File: src/rtl/rv32i_ctrl_pkg.sv
// Shared types and constants for the RV32I ID/EX control stage.
// Holds the immediate-type and memory-mode enums, opcode/funct constants,
// the packed control bundle ctrl_t and a source/destination match helper.
package rv32i_ctrl_pkg;

   localparam int unsigned InstW     = 32;
   localparam int unsigned RegAddrW  = 5;
   localparam int unsigned ImmSelW   = 3;
   localparam int unsigned MemModeW  = 2;

   typedef enum logic [ImmSelW-1:0] {
      ImmNop = 3'd0,
      ImmI   = 3'd1,
      ImmS   = 3'd2,
      ImmB   = 3'd3,
      ImmU   = 3'd4,
      ImmJ   = 3'd5,
      ImmR   = 3'd6
   } imm_type_e;

   typedef enum logic [MemModeW-1:0] {
      MemByte = 2'd0,
      MemHalf = 2'd1,
      MemWord = 2'd2
   } mem_mode_e;

   localparam logic [6:0] OpLui    = 7'b0110111;
   localparam logic [6:0] OpAuipc  = 7'b0010111;
   localparam logic [6:0] OpJal    = 7'b1101111;
   localparam logic [6:0] OpJalr   = 7'b1100111;
   localparam logic [6:0] OpBranch = 7'b1100011;
   localparam logic [6:0] OpLoad   = 7'b0000011;
   localparam logic [6:0] OpStore  = 7'b0100011;
   localparam logic [6:0] OpImm    = 7'b0010011;
   localparam logic [6:0] OpReg    = 7'b0110011;

   localparam logic [2:0] F3Sll    = 3'b001;
   localparam logic [2:0] F3Srx    = 3'b101;
   localparam logic [2:0] F3AddSub = 3'b000;

   localparam logic [6:0] F7Base   = 7'b0000000;
   localparam logic [6:0] F7Alt    = 7'b0100000;
   localparam logic [6:0] F7MulDiv = 7'b0000001;

   typedef struct packed {
      imm_type_e             imm_type;
      logic                  dmem_read;
      logic                  dmem_write;
      mem_mode_e             dmem_mode;
      logic                  dmem_unsigned;
      logic                  rf_write;
      logic [RegAddrW-1:0]   rd;
      logic [RegAddrW-1:0]   rs1;
      logic [RegAddrW-1:0]   rs2;
      logic                  alu_src_imm;
      logic                  wb_sel_dmem;
      logic                  branch;
      logic                  jump;
      logic                  jalr;
      logic                  illegal;
      logic                  muldiv;
   } ctrl_t;

   // True when a used, nonzero source register equals rd.
   function automatic logic reads_reg(input logic [RegAddrW-1:0] rs1,
                                      input logic [RegAddrW-1:0] rs2,
                                      input logic                use_rs1,
                                      input logic                use_rs2,
                                      input logic [RegAddrW-1:0] rd);
      logic hit1;
      logic hit2;
      hit1 = use_rs1 && (rs1 != '0) && (rs1 == rd);
      hit2 = use_rs2 && (rs2 != '0) && (rs2 == rd);
      return hit1 || hit2;
   endfunction

endpackage

File: src/rtl/cu_decode.sv
// Combinational RV32I instruction decoder producing the control bundle.
// Ports: instr_i (instruction), ctrl_o (control bundle),
//        uses_rs1_o / uses_rs2_o (source register actually read).
// Optional: CU_RV32M_EN enables M-extension decode (funct7 0000001 on OP);
// without it that encoding is illegal and muldiv is never set.
module cu_decode
   import rv32i_ctrl_pkg::*;
(
   input  logic [InstW-1:0] instr_i,
   output ctrl_t            ctrl_o,
   output logic             uses_rs1_o,
   output logic             uses_rs2_o
);

   logic [6:0] opcode;
   logic [2:0] funct3;
   logic [6:0] funct7;
   logic       legal;

   assign opcode = instr_i[6:0];
   assign funct3 = instr_i[14:12];
   assign funct7 = instr_i[31:25];

   always_comb begin
      ctrl_o     = '0;
      uses_rs1_o = 1'b0;
      uses_rs2_o = 1'b0;
      legal      = 1'b1;
      ctrl_o.rd  = instr_i[11:7];
      ctrl_o.rs1 = instr_i[19:15];
      ctrl_o.rs2 = instr_i[24:20];

      case (opcode)
         OpLui: begin
            ctrl_o.imm_type    = ImmU;
            ctrl_o.alu_src_imm = 1'b1;
            ctrl_o.rf_write    = 1'b1;
         end
         OpAuipc: begin
            ctrl_o.imm_type = ImmU;
            ctrl_o.rf_write = 1'b1;
         end
         OpJal: begin
            ctrl_o.imm_type = ImmJ;
            ctrl_o.jump     = 1'b1;
            ctrl_o.rf_write = 1'b1;
         end
         OpJalr: begin
            legal           = (funct3 == 3'b000);
            ctrl_o.imm_type = ImmI;
            ctrl_o.jump     = 1'b1;
            ctrl_o.jalr     = 1'b1;
            ctrl_o.rf_write = 1'b1;
            uses_rs1_o      = 1'b1;
         end
         OpBranch: begin
            legal           = (funct3 != 3'b010) && (funct3 != 3'b011);
            ctrl_o.imm_type = ImmB;
            ctrl_o.branch   = 1'b1;
            uses_rs1_o      = 1'b1;
            uses_rs2_o      = 1'b1;
         end
         OpLoad: begin
            legal                = funct3 inside {3'b000, 3'b001, 3'b010, 3'b100, 3'b101};
            ctrl_o.imm_type      = ImmI;
            ctrl_o.dmem_read     = 1'b1;
            ctrl_o.wb_sel_dmem   = 1'b1;
            ctrl_o.rf_write      = 1'b1;
            ctrl_o.dmem_mode     = mem_mode_e'(funct3[1:0]);
            ctrl_o.dmem_unsigned = funct3[2];
            uses_rs1_o           = 1'b1;
         end
         OpStore: begin
            legal             = funct3 inside {3'b000, 3'b001, 3'b010};
            ctrl_o.imm_type   = ImmS;
            ctrl_o.dmem_write = 1'b1;
            ctrl_o.dmem_mode  = mem_mode_e'(funct3[1:0]);
            uses_rs1_o        = 1'b1;
            uses_rs2_o        = 1'b1;
         end
         OpImm: begin
            // Shift-immediates carry funct7 in the upper immediate bits.
            if (funct3 == F3Sll) begin
               legal = (funct7 == F7Base);
            end else if (funct3 == F3Srx) begin
               legal = (funct7 == F7Base) || (funct7 == F7Alt);
            end
            ctrl_o.imm_type    = ImmI;
            ctrl_o.alu_src_imm = 1'b1;
            ctrl_o.rf_write    = 1'b1;
            uses_rs1_o         = 1'b1;
         end
         OpReg: begin
            ctrl_o.imm_type = ImmR;
            ctrl_o.rf_write = 1'b1;
            uses_rs1_o      = 1'b1;
            uses_rs2_o      = 1'b1;
            if (funct7 == F7Base) begin
               legal = 1'b1;
            end else if (funct7 == F7Alt) begin
               legal = (funct3 == F3AddSub) || (funct3 == F3Srx);
`ifdef CU_RV32M_EN
            end else if (funct7 == F7MulDiv) begin
               ctrl_o.muldiv = 1'b1;
`endif
            end else begin
               legal = 1'b0;
            end
         end
         default: legal = 1'b0;
      endcase

      if (!legal) begin
         ctrl_o         = '0;
         ctrl_o.illegal = 1'b1;
         uses_rs1_o     = 1'b0;
         uses_rs2_o     = 1'b0;
      end else if (ctrl_o.rd == '0) begin
         ctrl_o.rf_write = 1'b0;
      end
   end

endmodule

File: src/rtl/cu_pipe_ctrl.sv
// Registered ID/EX control stage: decodes one instruction per cycle and holds
// the control bundle in an output register with valid/ready on both sides.
// Inserts LOAD_USE_BUBBLES bubbles between a load and a dependent instruction,
// supports a synchronous flush and flags illegal encodings.
// Ports: clk, rst_n (async active-low); in_valid_i/in_ready_o/in_instr_i from
// IF/ID; flush_i; out_valid_o/out_ready_i and the out_*_o bundle towards EX.
// Optional: CU_RV32M_EN (decoded in cu_decode) drives out_muldiv_o.
module cu_pipe_ctrl
   import rv32i_ctrl_pkg::*;
#(
   parameter int unsigned INST_WIDTH       = 32,
   parameter int unsigned REG_ADDR_WIDTH   = 5,
   parameter int unsigned IMM_SEL_WIDTH    = 3,
   parameter int unsigned MEM_MODE_WIDTH   = 2,
   parameter int unsigned LOAD_USE_BUBBLES = 1
) (
   input  logic                      clk,
   input  logic                      rst_n,
   input  logic                      in_valid_i,
   output logic                      in_ready_o,
   input  logic [INST_WIDTH-1:0]     in_instr_i,
   input  logic                      flush_i,
   output logic                      out_valid_o,
   input  logic                      out_ready_i,
   output logic [IMM_SEL_WIDTH-1:0]  out_imm_type_o,
   output logic                      out_dmem_read_o,
   output logic                      out_dmem_write_o,
   output logic [MEM_MODE_WIDTH-1:0] out_dmem_mode_o,
   output logic                      out_dmem_unsigned_o,
   output logic                      out_rf_write_o,
   output logic [REG_ADDR_WIDTH-1:0] out_rd_o,
   output logic [REG_ADDR_WIDTH-1:0] out_rs1_o,
   output logic [REG_ADDR_WIDTH-1:0] out_rs2_o,
   output logic                      out_alu_src_imm_o,
   output logic                      out_wb_sel_dmem_o,
   output logic                      out_branch_o,
   output logic                      out_jump_o,
   output logic                      out_jalr_o,
   output logic                      out_illegal_o,
   output logic                      out_muldiv_o
);

   localparam int unsigned CntW = (LOAD_USE_BUBBLES > 1) ? $clog2(LOAD_USE_BUBBLES) : 1;

   ctrl_t               dec;
   logic                use_rs1;
   logic                use_rs2;

   ctrl_t               ctrl_q, ctrl_d;
   logic                valid_q, valid_d;
   logic [CntW-1:0]     hz_cnt_q, hz_cnt_d;
   logic [RegAddrW-1:0] hz_rd_q, hz_rd_d;

   logic stall_a;
   logic stall_b;
   logic load_en;
   logic accept;
   logic depart;

   cu_decode u_decode (
      .instr_i    (in_instr_i),
      .ctrl_o     (dec),
      .uses_rs1_o (use_rs1),
      .uses_rs2_o (use_rs2)
   );

   // Held load whose rd feeds the incoming instruction.
   assign stall_a = valid_q && ctrl_q.dmem_read &&
                    reads_reg(dec.rs1, dec.rs2, use_rs1, use_rs2, ctrl_q.rd);
   // Load already gone to EX but its data is still LOAD_USE_BUBBLES away.
   assign stall_b = (hz_cnt_q != '0) &&
                    reads_reg(dec.rs1, dec.rs2, use_rs1, use_rs2, hz_rd_q);

   assign load_en    = !valid_q || out_ready_i;
   assign in_ready_o = !flush_i && !stall_a && !stall_b && load_en;
   assign accept     = in_valid_i && in_ready_o;
   // A flushed bundle never counts as departed, even if EX was ready.
   assign depart     = valid_q && out_ready_i && !flush_i;

   always_comb begin
      valid_d  = valid_q;
      ctrl_d   = ctrl_q;
      hz_cnt_d = hz_cnt_q;
      hz_rd_d  = hz_rd_q;

      if (hz_cnt_q != '0) begin
         hz_cnt_d = hz_cnt_q - 1'b1;
      end
      if (depart && ctrl_q.dmem_read && (ctrl_q.rd != '0)) begin
         hz_rd_d  = ctrl_q.rd;
         hz_cnt_d = CntW'(LOAD_USE_BUBBLES - 1);
      end
      if (load_en) begin
         valid_d = accept;
         ctrl_d  = accept ? dec : '0;
      end
      if (flush_i) begin
         valid_d  = 1'b0;
         ctrl_d   = '0;
         hz_cnt_d = '0;
      end
   end

   always_ff @(posedge clk or negedge rst_n) begin
      if (!rst_n) begin
         valid_q  <= 1'b0;
         ctrl_q   <= '0;
         hz_cnt_q <= '0;
         hz_rd_q  <= '0;
      end else begin
         valid_q  <= valid_d;
         ctrl_q   <= ctrl_d;
         hz_cnt_q <= hz_cnt_d;
         hz_rd_q  <= hz_rd_d;
      end
   end

   assign out_valid_o         = valid_q;
   assign out_imm_type_o      = ctrl_q.imm_type;
   assign out_dmem_read_o     = ctrl_q.dmem_read;
   assign out_dmem_write_o    = ctrl_q.dmem_write;
   assign out_dmem_mode_o     = ctrl_q.dmem_mode;
   assign out_dmem_unsigned_o = ctrl_q.dmem_unsigned;
   assign out_rf_write_o      = ctrl_q.rf_write;
   assign out_rd_o            = ctrl_q.rd;
   assign out_rs1_o           = ctrl_q.rs1;
   assign out_rs2_o           = ctrl_q.rs2;
   assign out_alu_src_imm_o   = ctrl_q.alu_src_imm;
   assign out_wb_sel_dmem_o   = ctrl_q.wb_sel_dmem;
   assign out_branch_o        = ctrl_q.branch;
   assign out_jump_o          = ctrl_q.jump;
   assign out_jalr_o          = ctrl_q.jalr;
   assign out_illegal_o       = ctrl_q.illegal;
   assign out_muldiv_o        = ctrl_q.muldiv;

endmodule

File: config.mk
export PLATFORM = sky130hd
export DESIGN_NAME = cu_pipe_ctrl
export DESIGN_NICKNAME = d
export VERILOG_FILES = /design/src/rtl/rv32i_ctrl_pkg.sv /design/src/rtl/cu_decode.sv /design/src/rtl/cu_pipe_ctrl.sv
export SDC_FILE = /design/constraint.sdc
export NUM_CORES = 1
export LEC_CHECK = 0
export CAP_MARGIN = 10
export CORE_MARGIN = 1
export CORE_UTILIZATION = 40
export DETAILED_ROUTE_END_ITERATION = 16
export PLACE_DENSITY = 0.86
export SKIP_CTS_REPAIR_TIMING = 1
export SYNTH_ARGS = -nofsm -noshare
export SYNTH_HDL_FRONTEND = slang
export SYNTH_SLANG_ARGS = --single-unit
File: constraint.sdc
create_clock -name clk -period 4 [get_ports clk]
set_input_delay 0.4 -clock clk [delete_from_list [all_inputs] [get_ports clk]]
set_output_delay 0.4 -clock clk [all_outputs]
set_load 0.1 [all_outputs]
==> results.txt <==
Buf/Inv on CP: 2
DRT Wirelength: 4.54 mm
Root Driver: clkbuf_8
nature of the critical path startpoint: primary input
share of layout cells above drive strength 1: 13.4%
Max VDD drop: 0.000209 V
H-tree levels: 2
Num CTS Buffers: 5
Area Growth Syn to Fin: 43.7%
Worst-Skew Late Latency: 0.29 ns
max-cap viol count: 0
DIE HEIGHT: 69.0 um
final setup fails: 0
max incr delay on CP: 0.68 ns
DIE WIDTH: 69.0 um
post-synthesis sequential area ratio: 41.8%
Final Max Slew Viols: 0
non-filler cells, final: 321
Diodes inserted: 0
cell count after synthesis: 202
Worst Path Max Fanout: 11
RSZ-0062 raised after global routing: no
kind of cell adding the most delay to the critical path: simple AND/OR/NAND/NOR gates
number of global-route vias before repair: 1,669
fill cell count: 393
Initial Utilization: 41.6%
cell taking the most area after synthesis: dfrtp_1
final hold slack: 0.476 ns
fraction of registers with async set/reset: 100%
slew at the pin with the worst max-slew slack: 1.00 ns
dpl cells: 313
grt total ovfl: 0
reg2reg setup slack: 1.88 ns
Fmax achieved: 0.328 GHz
drt pass-1 iters: 4
Netlist cell types: 43
first-pass GRT wire length: 7.77 mm
initial drt markers: 115
Pleak: 1.08 nW
crit path DAT: 2.65 ns
initial antenna violation count: 0
CTS max path bufs: 2
worst path required time: 3.60 ns
Hold Crit Class: register to register
Ports: 70
status: finished clean
Worst R2R Path Depth: 5
Core Region: 0.00432 mm2
DR DRC count: 0
Final TNS setup: 0 ns
hold path endpoint: out_imm_type_o[2]$_DFFE_PN0P_
# port buffers: 68
dpl hpwl: 3.34 mm
FF-to-FF Start: out_rd_o[1]$_DFFE_PN0P_
Synth Register Bits: 30
share of the synthesized area in the top cell type: 41.8%
mapped cell area: 0.00180 mm2
largest net degree at the start of global routing: 31
gpl congestion: 0.882
clock-pin slew of the registers on the worst-case setup and hold paths: 0.06 ns
hold path startpoint: out_imm_type_o[2]$_DFFE_PN0P_
num rows: 24
crit path cell chain: clkdlybuf4s50_1 -> and3b_1 -> o22ai_1 -> or4_1 -> a22oi_1 -> nor2_1 -> buf_12
TritonCTS clock tree: done
Syn. warnings: 0
total track usage: 20.6%
endpoints failing hold: 0
post-DR vias/cell: 5.38
WHS Path Cells: 2
syn_area_per_cell: 8.89 um2
Nets: 305
crit path time final: 3.05 ns
prevailing post-synth register cell: dfrtp_1
Via Count: 1,727
Final ANT Viol Nets: 0
Syn Nets: 239
FF-to-FF End: out_rs1_o[2]$_DFFE_PN0P_
Pwr Density: 266 mW/mm2
Slowest-stage cell, CP: clkdlybuf4s50_1
period utilization: 76.2%
# clock sinks: 30
critical path class: primary input to output pin
drt wl/cell: 14.1 um
number of flops mapped to enable cells by yosys: 0
clk_skew: 0.00453 ns
crit end category: output pin
Max-slew headroom: 33.0%
die area: 0.00476 mm2
Area contributors post-synth: dfrtp_1 (42%), nand2_1 (11%), o21ai_2 (9.7%)
## synthesized netlist by cell type, types with 2 or more instances
library cell and number:
nand2_1 51, dfrtp_1 30, o21ai_2 20, nor2_1 10
o21ai_0 9, clkbuf_1 8, nand3_1 7, xnor2_1 6
inv_1 4, nor3_1 4, o2111ai_1 4, and2_1 3
and3_1 3, nand4_1 3, xor2_1 3, a21oi_1 2
a22o_1 2, and3b_1 2, buf_12 2, buf_4 2
nand2b_1 2, o22ai_1 2, o31ai_1 2, or4_1 2
## cell usage in the layout (no fill, tap or decap), drive strengths merged, types with 2 or more instances in the layout
cell / synthesis / layout
clkdlybuf4s50: 0 / 67
nand2: 51 / 51
dfrtp: 30 / 30
o21ai: 29 / 29
nor2: 10 / 10
nand3: 7 / 7
clkbuf: 8 / 7
xnor2: 6 / 6
o2111ai: 5 / 5
inv: 4 / 4
nor3: 4 / 4
and2: 4 / 4
buf: 4 / 4
nand4: 3 / 3
xor2: 3 / 3
and3: 3 / 3
or4: 3 / 3
nand2b: 2 / 2
a21oi: 2 / 2
and3b: 2 / 2
o22ai: 2 / 2
a22o: 2 / 2
o31ai: 2 / 2
## logic make-up after synthesis
logic type                count (synthesis)  synth area share (%)
xor gates and xnor gates                  9                  4.39
other                                     1                 0.209
AOI/OAI and AO/OA                        50                  22.6
and+or+nand+nor                          96                  25.4
DFF                                      30                  41.8
buffers and inverters                    16                  5.57
## through the flow
step | cell area [um2] | setup WS [ns] | utilization, % | power (mW)
final | 2580 | 0.951 | 59.7 | 0.687
after global routing | 2580 | 0.843 | 59.7 | 0.715
after CTS | 2580 | 0.980 | 59.7 | 0.692
after detailed placement | 2490 | 0.973 | 57.6 | 0.442
after global placement | 2490 | 1.04 | 57.6 | 0.440
after floorplan | 1800 | 0.554 | - | 0.377
## worst max path at each step
stage                                  from    endpoint  slack (ns)  depth (start not counted)
CTS                           in_instr_i[5]  in_ready_o        0.98                          7
floorplan           out_rd_o[1]$_DFFE_PN0P_  in_ready_o        0.55                          5
global route                  in_instr_i[5]  in_ready_o        0.84                          7
global placement              in_instr_i[5]  in_ready_o        1.04                          7
detailed placement            in_instr_i[5]  in_ready_o        0.97                          7
finish                        in_instr_i[5]  in_ready_o        0.95                          7
## worst reg2reg max path, cell delays in order, from the launching register on
cell,delay [ns]
dfrtp_1,0.44
or4_1,0.55
o22ai_1,0.20
nor3_1,0.12
a211o_4,0.48
o21ai_0,0.25
## cell type report
cell class | instances | area (um2) | share of cell area, %
Clock buffer | 7 | 86.3 | 3.34
Clock inverter | 1 | 5.00 | 0.194
Inverter | 4 | 15.0 | 0.582
Multi-Input combinational cell | 156 | 946 | 36.6
Sequential cell | 30 | 751 | 29.1
Tap cell | 52 | 65.1 | 2.52
Timing Repair Buffer | 71 | 713 | 27.6
## per-layer routing
| metal | GRT usage [%] | vias to the layer above | wire, um |
|---|---|---|---|
| met5 | 0 | - | 0 |
| met4 | 9.52 | 0 | 77 |
| li1 | - | 846 | - |
| met1 | 26.3 | 802 | 2000 |
| met2 | 32.8 | 71 | 2150 |
| met3 | 4.97 | 8 | 319 |
## flip-flops by register name (all words and copies together), names as in the netlist, 2 cells and up
name and flops:
out_imm_type_o 3, out_dmem_mode_o 2, out_rs2_o 5, out_rs1_o 5
out_rd_o 5
## power breakdown
part | internal, mW | switching, mW
Sequential | 0.306 | 0.00257
Combinational | 0.0535 | 0.0743
Clock | 0.138 | 0.112
No activity file was read; power rests on OpenSTA's default activity.
